**src/rtl/heartbeat_pkg.sv**
```systemverilog
// Shared defaults and helpers for the multi-channel heartbeat rate monitor.
package heartbeat_pkg;

  localparam int DEF_CHANNELS          = 4;
  localparam int DEF_WINDOW_CYCLES     = 2000;
  localparam int DEF_SCALE_FACTOR      = 30;
  localparam int DEF_CNT_W             = 6;
  localparam int DEF_BPM_W             = 8;
  localparam int DEF_REFRACTORY_CYCLES = 200;
  localparam int DEF_AVG_DEPTH         = 4;
  localparam int DEF_LO_BPM            = 40;
  localparam int DEF_HI_BPM            = 180;

  function automatic int clog2(input int unsigned value);
    int result;
    result = 0;
    for (int i = 0; i < 32; i++)
      if ((32'd1 << i) < value) result = i + 1;
    return result;
  endfunction

  // Full-width product clamped to max_value; callers truncate to their output width.
  function automatic longint unsigned sat_mul(input longint unsigned a,
                                              input longint unsigned b,
                                              input longint unsigned max_value);
    longint unsigned product;
    product = a * b;
    return (product > max_value) ? max_value : product;
  endfunction

endpackage

```
**src/rtl/heartbeat_channel.sv**
```systemverilog
// One beat channel: synchroniser, edge detect, refractory lockout, beat counter, rate and alarms.
// HEARTBEAT_AVG_EN adds an AVG_DEPTH-window moving average ahead of the output register.
module heartbeat_channel
  import heartbeat_pkg::*;
#(
  parameter int CNT_W             = DEF_CNT_W,
  parameter int BPM_W             = DEF_BPM_W,
  parameter int SCALE_FACTOR      = DEF_SCALE_FACTOR,
  parameter int REFRACTORY_CYCLES = DEF_REFRACTORY_CYCLES,
  parameter int AVG_DEPTH         = DEF_AVG_DEPTH,
  parameter int LO_BPM            = DEF_LO_BPM,
  parameter int HI_BPM            = DEF_HI_BPM
) (
  input  logic             clk,
  input  logic             reset_n,
  input  logic             pulse_in,
  input  logic             terminal,
  output logic [BPM_W-1:0] bpm,
  output logic             alarm_lo,
  output logic             alarm_hi
);

  localparam int LOCK_W = (REFRACTORY_CYCLES > 0) ? clog2(REFRACTORY_CYCLES + 1) : 1;
  localparam logic [CNT_W-1:0] CNT_MAX = '1;
  localparam longint unsigned BPM_MAX = (64'd1 << BPM_W) - 64'd1;

  if (AVG_DEPTH < 2 || (AVG_DEPTH & (AVG_DEPTH - 1)) != 0) begin : g_bad_avg_depth
    $error("heartbeat_channel: AVG_DEPTH must be a power of two >= 2");
  end

  logic [2:0]        sync_q;
  logic              rise;
  logic              accept;
  logic              upd;
  logic [LOCK_W-1:0] lock_q;
  logic [CNT_W-1:0]  count_q;
  logic [BPM_W-1:0]  raw;
  logic [BPM_W-1:0]  bpm_next;

  // sync_q[1:0] is the two-flop synchroniser; sync_q[2] holds the previous synchronised level.
  // NOTE: clocked state uses non-blocking assignments so every flop samples pre-edge values.
  always_ff @(posedge clk or negedge reset_n) begin
    if (!reset_n) sync_q <= '0;
    else          sync_q <= {sync_q[1:0], pulse_in};
  end

  assign rise   = sync_q[1] & ~sync_q[2];
  assign accept = rise && (lock_q == '0);

  always_ff @(posedge clk or negedge reset_n) begin
    if (!reset_n)            lock_q <= '0;
    else if (accept)         lock_q <= LOCK_W'(REFRACTORY_CYCLES);
    else if (lock_q != '0)   lock_q <= lock_q - 1'b1;
  end

  // An edge accepted on the terminal cycle belongs to the window that starts next.
  always_ff @(posedge clk or negedge reset_n) begin
    if (!reset_n)                           count_q <= '0;
    else if (terminal)                      count_q <= accept ? CNT_W'(1) : '0;
    else if (accept && count_q != CNT_MAX)  count_q <= count_q + 1'b1;
  end

  assign raw = BPM_W'(sat_mul(64'(count_q), 64'(SCALE_FACTOR), BPM_MAX));

`ifdef HEARTBEAT_AVG_EN
  localparam int PTR_W = clog2(AVG_DEPTH);
  localparam int SUM_W = BPM_W + PTR_W;

  logic [BPM_W-1:0] ring_q [AVG_DEPTH];
  logic [PTR_W-1:0] ptr_q;
  logic [SUM_W-1:0] sum_q;
  logic [SUM_W-1:0] sum_next;
  logic [BPM_W-1:0] raw_q;
  logic             pending_q;

  assign sum_next = sum_q + SUM_W'(raw_q) - SUM_W'(ring_q[ptr_q]);
  assign bpm_next = BPM_W'(sum_next >> PTR_W);
  assign upd      = pending_q;

  // NOTE: the ring is flop-based and cleared on reset because the warm-up ramp depends on zero history.
  always_ff @(posedge clk or negedge reset_n) begin
    if (!reset_n) begin
      for (int i = 0; i < AVG_DEPTH; i++) ring_q[i] <= '0;
      ptr_q     <= '0;
      sum_q     <= '0;
      raw_q     <= '0;
      pending_q <= 1'b0;
    end else begin
      pending_q <= terminal;
      if (terminal) raw_q <= raw;
      if (pending_q) begin
        ring_q[ptr_q] <= raw_q;
        ptr_q         <= ptr_q + 1'b1;
        sum_q         <= sum_next;
      end
    end
  end
`else
  assign bpm_next = raw;
  assign upd      = terminal;
`endif

  always_ff @(posedge clk or negedge reset_n) begin
    if (!reset_n) begin
      bpm      <= '0;
      alarm_lo <= 1'b0;
      alarm_hi <= 1'b0;
    end else if (upd) begin
      bpm      <= bpm_next;
      alarm_lo <= (32'(bpm_next) < LO_BPM);
      alarm_hi <= (32'(bpm_next) > HI_BPM);
    end
  end

endmodule

```
**src/rtl/heartbeat_monitor.sv**
```systemverilog
// Multi-channel heartbeat monitor top: shared window timer, update strobe, warm flag, output packing.
// Build option HEARTBEAT_AVG_EN enables per-channel moving-average smoothing and the warm-up flag.
module heartbeat_monitor
  import heartbeat_pkg::*;
#(
  parameter int CHANNELS          = DEF_CHANNELS,
  parameter int WINDOW_CYCLES     = DEF_WINDOW_CYCLES,
  parameter int SCALE_FACTOR      = DEF_SCALE_FACTOR,
  parameter int CNT_W             = DEF_CNT_W,
  parameter int BPM_W             = DEF_BPM_W,
  parameter int REFRACTORY_CYCLES = DEF_REFRACTORY_CYCLES,
  parameter int AVG_DEPTH         = DEF_AVG_DEPTH,
  parameter int LO_BPM            = DEF_LO_BPM,
  parameter int HI_BPM            = DEF_HI_BPM
) (
  input  logic                      clk,
  input  logic                      reset_n,
  input  logic [CHANNELS-1:0]       pulse_in,
  output logic [CHANNELS*BPM_W-1:0] bpm,
  output logic                      new_bpm,
  output logic [CHANNELS-1:0]       alarm_lo,
  output logic [CHANNELS-1:0]       alarm_hi,
  output logic                      warm
);

  localparam int TMR_W = clog2(WINDOW_CYCLES);
  localparam logic [TMR_W-1:0] TMR_LAST = TMR_W'(WINDOW_CYCLES - 1);

  logic [TMR_W-1:0] timer_q;
  logic             terminal;

  assign terminal = (timer_q == TMR_LAST);

  always_ff @(posedge clk or negedge reset_n) begin
    if (!reset_n)      timer_q <= '0;
    else if (terminal) timer_q <= '0;
    else               timer_q <= timer_q + 1'b1;
  end

`ifdef HEARTBEAT_AVG_EN
  localparam int WARM_W = clog2(AVG_DEPTH);

  logic              terminal_d_q;
  logic [WARM_W-1:0] strobe_cnt_q;
  logic              warm_q;

  // The averaging stage adds a cycle, so the strobe follows the delayed terminal.
  always_ff @(posedge clk or negedge reset_n) begin
    if (!reset_n) begin
      terminal_d_q <= 1'b0;
      new_bpm      <= 1'b0;
      strobe_cnt_q <= '0;
      warm_q       <= 1'b0;
    end else begin
      terminal_d_q <= terminal;
      new_bpm      <= terminal_d_q;
      if (terminal_d_q && !warm_q) begin
        if (strobe_cnt_q == WARM_W'(AVG_DEPTH - 1)) warm_q <= 1'b1;
        else                                        strobe_cnt_q <= strobe_cnt_q + 1'b1;
      end
    end
  end

  assign warm = warm_q;
`else
  always_ff @(posedge clk or negedge reset_n) begin
    if (!reset_n) new_bpm <= 1'b0;
    else          new_bpm <= terminal;
  end

  assign warm = 1'b1;
`endif

  for (genvar c = 0; c < CHANNELS; c++) begin : g_ch
    heartbeat_channel #(
      .CNT_W             (CNT_W),
      .BPM_W             (BPM_W),
      .SCALE_FACTOR      (SCALE_FACTOR),
      .REFRACTORY_CYCLES (REFRACTORY_CYCLES),
      .AVG_DEPTH         (AVG_DEPTH),
      .LO_BPM            (LO_BPM),
      .HI_BPM            (HI_BPM)
    ) u_ch (
      .clk      (clk),
      .reset_n  (reset_n),
      .pulse_in (pulse_in[c]),
      .terminal (terminal),
      .bpm      (bpm[c*BPM_W +: BPM_W]),
      .alarm_lo (alarm_lo[c]),
      .alarm_hi (alarm_hi[c])
    );
  end

endmodule

```
**config.mk**
```make
export PLATFORM = sky130hd
export DESIGN_NAME = heartbeat_monitor
export DESIGN_NICKNAME = d
export VERILOG_FILES = /design/src/rtl/heartbeat_pkg.sv /design/src/rtl/heartbeat_channel.sv /design/src/rtl/heartbeat_monitor.sv
export SDC_FILE = /design/constraint.sdc
export NUM_CORES = 1
export LEC_CHECK = 0
export CAP_MARGIN = 20
export CORE_ASPECT_RATIO = 1.1
export CORE_MARGIN = 2
export CORE_UTILIZATION = 47
export CTS_CLUSTER_SIZE = 8
export DETAILED_ROUTE_END_ITERATION = 8
export PLACE_DENSITY = 0.8
export SYNTH_ARGS = -nofsm -noshare
export SYNTH_HDL_FRONTEND = slang
export SYNTH_SLANG_ARGS = --single-unit
```
**constraint.sdc**
```tcl
create_clock -name clk -period 3.39 [get_ports clk]
set_clock_uncertainty 0.15 [all_clocks]
set_input_delay 0.678 -clock clk [delete_from_list [all_inputs] [get_ports clk]]
set_output_delay 0.678 -clock clk [all_outputs]
set_load 0.005 [all_outputs]
```
## Word level (Yosys, flattened, before mapping)

Cells that the tools add are included.

| word-level totals | value |
|---|---|
| register bits after elaboration | 120 |
| input bits | 6 |
| output and inout bits | 42 |
| logic and storage cells | 113 |

| operators by class | value |
|---|---|
| add/subtract/negate cells | 9 |
| multipliers | 4 |
| order comparisons | 12 |
| equality and inequality tests | 5 |
| multiplexer cells | 25 |
| bitwise operators | 8 |
| reduce and logical (&&, ||, !) cells | 24 |

Operator list:

| kind | number |
|---|---|
| 2-to-1 mux 8 bit | 12 |
| 2-to-1 mux 6 bit | 8 |
| greater-than comparator 11 x 8 -> 1 bit (second input constant) | 4 |
| multiplier 6 x 4 -> 10 bit (second input constant) | 4 |
| greater-than comparator 8 bit (second input constant) | 4 |
| zero test 8 bit | 4 |
| less-than comparator 8 x 6 -> 1 bit (second input constant) | 4 |
| nonzero test 8 bit | 4 |
| subtractor 8 x 1 -> 8 bit (second input constant) | 4 |
| adder 6 x 1 -> 6 bit (second input constant) | 4 |
| != test 6 bit (second input constant) | 4 |
| nonzero test 2 bit | 8 |
| adder 11 x 1 -> 11 bit (second input constant) | 1 |
| == test 11 bit (second input constant) | 1 |
| 2-to-1 mux 11 bit | 1 |
| logical AND 1 bit | 8 |
| AND 1 bit | 4 |
| 2-to-1 mux 1 bit | 4 |
| inverter 1 bit | 4 |

## Longest topological paths before layout

| logic depth | value |
|---|---|
| depth after elaboration | 6 |
| mapped depth | 12 |

## Hierarchy

Synthesis repeated with hierarchy kept, for this count alone.

| second synthesis, totals | value |
|---|---|
| cells, all modules | 781 |
| area, all modules | 7754.9 sq um |

By module, submodules not included:

| module | instances | cells each | area each (sq um) | seq. area each (sq um) |
|---|---|---|---|---|
| heartbeat_channel at g_ch[1].u_ch ... | 3 | 183 | 1793.0 | 675.6 |
| heartbeat_channel at g_ch[0].u_ch | 1 | 179 | 1786.7 | 675.6 |
| heartbeat_monitor | 1 | 53 | 589.3 | 300.3 |

## Worst setup path before layout

OpenSTA, ideal clock, no wires.

| path | value |
|---|---|
| kind | register to register |
| start | register g_ch[0].u_ch.count_q[3] |
| end | register g_ch[0].u_ch.alarm_hi |
| setup time | 0.121 ns |
| arrival time | 3.266 ns |
| slack | -0.147 ns |
| cell stages (with the launch flop) | 12 |
| cells stage by stage | dfrtp_1 inv_1 fa_1 fa_1 inv_1 ha_1 o211ai_1 nor3_1 or3_1 a211oi_2 nand2_1 o22a_1 |

| between the ends | value |
|---|---|
| cells in the longest elaborated chain, start to end | 4 |

Ends and longest elaborated chain:

| what | RTL line | text |
|---|---|---|
| from (decl) | heartbeat_channel.sv:36 | `logic [CNT_W-1:0] count_q;` |
| from (signal assigned) | heartbeat_channel.sv:59 | `else if (terminal) count_q <= accept ? CNT_W'(1) : '0;` |
| from (signal assigned) | heartbeat_channel.sv:60 | `else if (accept && count_q != CNT_MAX) count_q <= count_q + 1'b1;` |
| multiplier 6 x 4 -> 10 bit * | heartbeat_pkg.sv:27 | `product = a * b;` |
| greater-than comparator 11 x 8 -> 1 bit | heartbeat_pkg.sv:28 | `return (product > max_value) ? max_value : product;` |
| 2-to-1 mux 8 bit * | heartbeat_pkg.sv:28 |  |
| greater-than comparator 8 bit * | heartbeat_channel.sv:111 | `alarm_hi <= (32'(bpm_next) > HI_BPM);` |
| to (signal assigned) | heartbeat_channel.sv:111 |  |
| to (decl) | heartbeat_channel.sv:20 | `output logic alarm_hi` |

Mark *: on every way between the ends. The rest lies on a longest branch, timed or not.
A chain may end at the register's enable or synchronous reset.

## Worst setup path after layout

| path | value |
|---|---|
| start | register g_ch[3].u_ch.count_q[1] |
| end | register g_ch[3].u_ch.bpm[4] |

| between the ends | value |
|---|---|
| cells in the longest elaborated chain, start to end | 3 |

Ends and longest elaborated chain:

| what | RTL line | text |
|---|---|---|
| from (decl) | heartbeat_channel.sv:36 |  |
| from (signal assigned) | heartbeat_channel.sv:59 |  |
| from (signal assigned) | heartbeat_channel.sv:60 |  |
| multiplier 6 x 4 -> 10 bit * | heartbeat_pkg.sv:27 |  |
| greater-than comparator 11 x 8 -> 1 bit | heartbeat_pkg.sv:28 |  |
| 2-to-1 mux 8 bit * | heartbeat_pkg.sv:28 |  |
| to (signal assigned) | heartbeat_channel.sv:109 | `bpm <= bpm_next;` |
| to (decl) | heartbeat_channel.sv:18 | `output logic [BPM_W-1:0] bpm,` |

Marks and branches as above.

==> impl_metrics.tcl <==
set metrics [dict create \
    wl_um 17400 \
    pin_count 48 \
    die_w_um 126 \
    final_hold_viol_count 0 \
    dr.pass1.iters 7 \
    ys.flop_type "dfrtp_1" \
    clock_latency_ps 420 \
    ys_ff_latch 120 \
    period_share_pct 102 \
    grt.total_usage_pct 20.3 \
    drc 0 \
    yosys.cell_types.count 64 \
    via_per_inst 5.51 \
    synth_edf_count 0 \
    drv_cap 0 \
    io_buffers 46 \
    ir_worst_vdd_uv 629 \
    fin_crit_ps 3470 \
    diodes 0 \
    cts_root_buf "clkbuf_16" \
    max_freq_mhz 288 \
    synth.most_common_cell "dfrtp_1" \
    violations "setup timing" \
    synth_top_area_share_pct 39.0 \
    max_slew_margin_pct 44.7 \
    fp.coreArea_mm2 0.0162 \
    critPathCaptureType "flop" \
    slowest_stage "fa_2" \
    synth_top_area_cell "dfrtp_1" \
    ant_nets 0 \
    multi_input_area_mm2 0.00459 \
    yosysSeqAreaShare_pct 39.0 \
    pre_cts_slack_ps -203 \
    crit_path_start_kind "flop" \
    grt_pass1_vias 6088 \
    postSynthCellCount 736 \
    antenna_found_initial 0 \
    crit_chain "buf_4, fa_1, fa_2, ha_1, a211oi_2, nor2_1, o21ai_1, xor2_1, buf_4, o2111ai_4, o22a_1" \
    fp.dieH_um 138 \
    gp_routability_congestion 0.850 \
    grt_start_max_net_pins 57 \
    critical_path_class "reg -> reg" \
    drive_above_1_share_pct 22.0 \
    critPathArrivalTime_ps 3620 \
    dp_hpwl_um 11400 \
    postPlaceCellArea_mm2 0.00866 \
    finish.utilization_pct 60.6 \
    die_area_mm2 0.0174 \
    fillCellCount 1230 \
    cts_buffer_depth 2 \
    synthTopCellsByArea "dfrtp_1 39%, ha_1 12%, fa_1 9.4%" \
    slowest_delay_ps 610 \
    placementRows 49 \
    setup_viol 19 \
    synthesis.nets 851 \
    hold_path.class "in -> async" \
    async_reset_ff_share_pct 100 \
    drt_iter0_markers 294 \
    cellPowerDensity_mw_per_mm2 545 \
    start_util_pct 47.5 \
    worstMarginPinSlew_ps 823 \
    crit_buf_inv 2 \
    avgSynthCellArea_um2 10.5 \
    cts.clk_slew.worst_paths_ps 60 \
    nets 974 \
    grt_pass1_wl_um 28800 \
    fin_area_mm2 0.00981 \
    cts_num_sinks 120 \
    slew_viol_final 0 \
    setup_slack_ps -78.4 \
    cpMostUsedCell "buf_4" \
    syn_to_final_growth_pct 27.5 \
    overflow 0 \
    detail_route.wl_per_cell_um 16.1 \
    cts_tree "built" \
    status "finished, violations left" \
    ys_warn_count 0 \
    syn_area_mm2 0.00769 \
    whs_ps 124 \
    cts-htree-levels 4 \
    p_leak_nw 4.66 \
    regArea_mm2 0.00301 \
    critical-path-top-delay-family "adder cells" \
    num_vias 5933 \
    crit_fanout 5 \
    ys_top_cells_by_count "120 x dfrtp_1, 77 x inv_1, 73 x ha_1" \
    cts_buffers 17 \
    hold_buffers 0 \
    crit_required_ps 3540 \
    rsz0062_at_grt "true" \
]
-- routing by layer --
layer  share of wire [%]  vias up  track usage, %  wire, um
li1                    -     2801               -         -
met1                  41     2987            24.0      7070
met2                  54      113            35.9      9380
met3                 3.0       32            4.37       525
met4                 2.2        0            8.04       378
met5                   0        -               0         0
-- report_power, final --
part | leakage, nW | switching (mW) | internal, mW
Combinational | 2.82 | 0.834 | 0.728
Sequential | 1.55 | 0.246 | 1.67
Clock | 0.292 | 0.677 | 1.19
Total | 4.66 | 1.76 | 3.59
-- final timing paths --
path / startpoint / to / slack (ps) / depth (start not counted)
worst max-delay path: g_ch[3].u_ch.count_q[1] / g_ch[3].u_ch.bpm[4] / -80 / 11
worst min-delay path: reset_n / g_ch[3].u_ch.bpm[2] / 120 / 1
worst max register to register: g_ch[3].u_ch.count_q[1] / g_ch[3].u_ch.bpm[4] / -80 / 11
worst min register to register: g_ch[1].u_ch.sync_q[0] / g_ch[1].u_ch.sync_q[1] / 200 / 0
max in group asynchronous: reset_n / g_ch[0].u_ch.count_q[2] / 2230 / 2
min in group clk: g_ch[1].u_ch.sync_q[0] / g_ch[1].u_ch.sync_q[1] / 200 / 0
-- flip-flops by register name (all words and copies together) (netlist names) --
signal / flops
g_ch.u_ch.alarm_hi: 4
g_ch.u_ch.alarm_lo: 4
g_ch.u_ch.bpm: 32
g_ch.u_ch.count_q: 24
g_ch.u_ch.lock_q: 32
g_ch.u_ch.sync_q: 12
new_bpm: 1
timer_q: 11
-- kinds of logic after synthesis --
| family | count (synthesis) | synth area share, % |
|---|---|---|
| compound gates | 168 | 14.6 |
| xor+xnor | 45 | 5.12 |
| fa+ha+maj | 109 | 21.2 |
| buf+inv | 97 | 5.61 |
| mux | 8 | 1.09 |
| flops | 120 | 39.0 |
| simple gates | 188 | 13.2 |
| other cells | 1 | 0.0487 |
-- metrics by stage --
stage | TNS [ps] | total power [mW] | std cells
final | -708 | 5.35 | 1076
after global routing | -4230 | 5.64 | 1076
after CTS | -271 | 5.21 | 1065
after detailed placement | -3860 | 3.27 | 1016
after global placement | -1170 | 3.19 | 1016
after floorplan | 0 | 2.85 | 736
-- cells in the final DEF (no fill, tap or decap), drive strengths merged, types with 6 or more instances in the layout --
cell,instances
nor2,52
a21oi,37
o21ai,44
clkbuf,20
nand2,33
o22a,25
dfrtp,120
fa,36
a21o,7
clkinv,6
o21a,10
xnor2,24
nand3,27
clkdlybuf4s50,45
nand4,7
o211ai,6
nor3,21
xor2,21
or3,7
buf,76
nand2b,11
nor2b,7
a211oi,8
inv,78
a31oi,7
ha,73
-- repair_timing --
action / 4_1_cts / 5_1_grt
pin swaps: 32 / 55
setup endpoints to repair: 40 / 40
cloned: 2 / 0
gates resized for setup: 26 / 52
setup buffers: 15 / 11
-- area by class of cell --
class	instances	share of cell area (%)
Multi-Input combinational cell	521	46.8
Sequential cell	120	30.6
Timing Repair Buffer	121	10.7
Clock buffer	20	4.66
Inverter	78	3.01
Tap cell	204	2.60
Clock inverter	12	1.53
(Power assumes the default switching activity.)
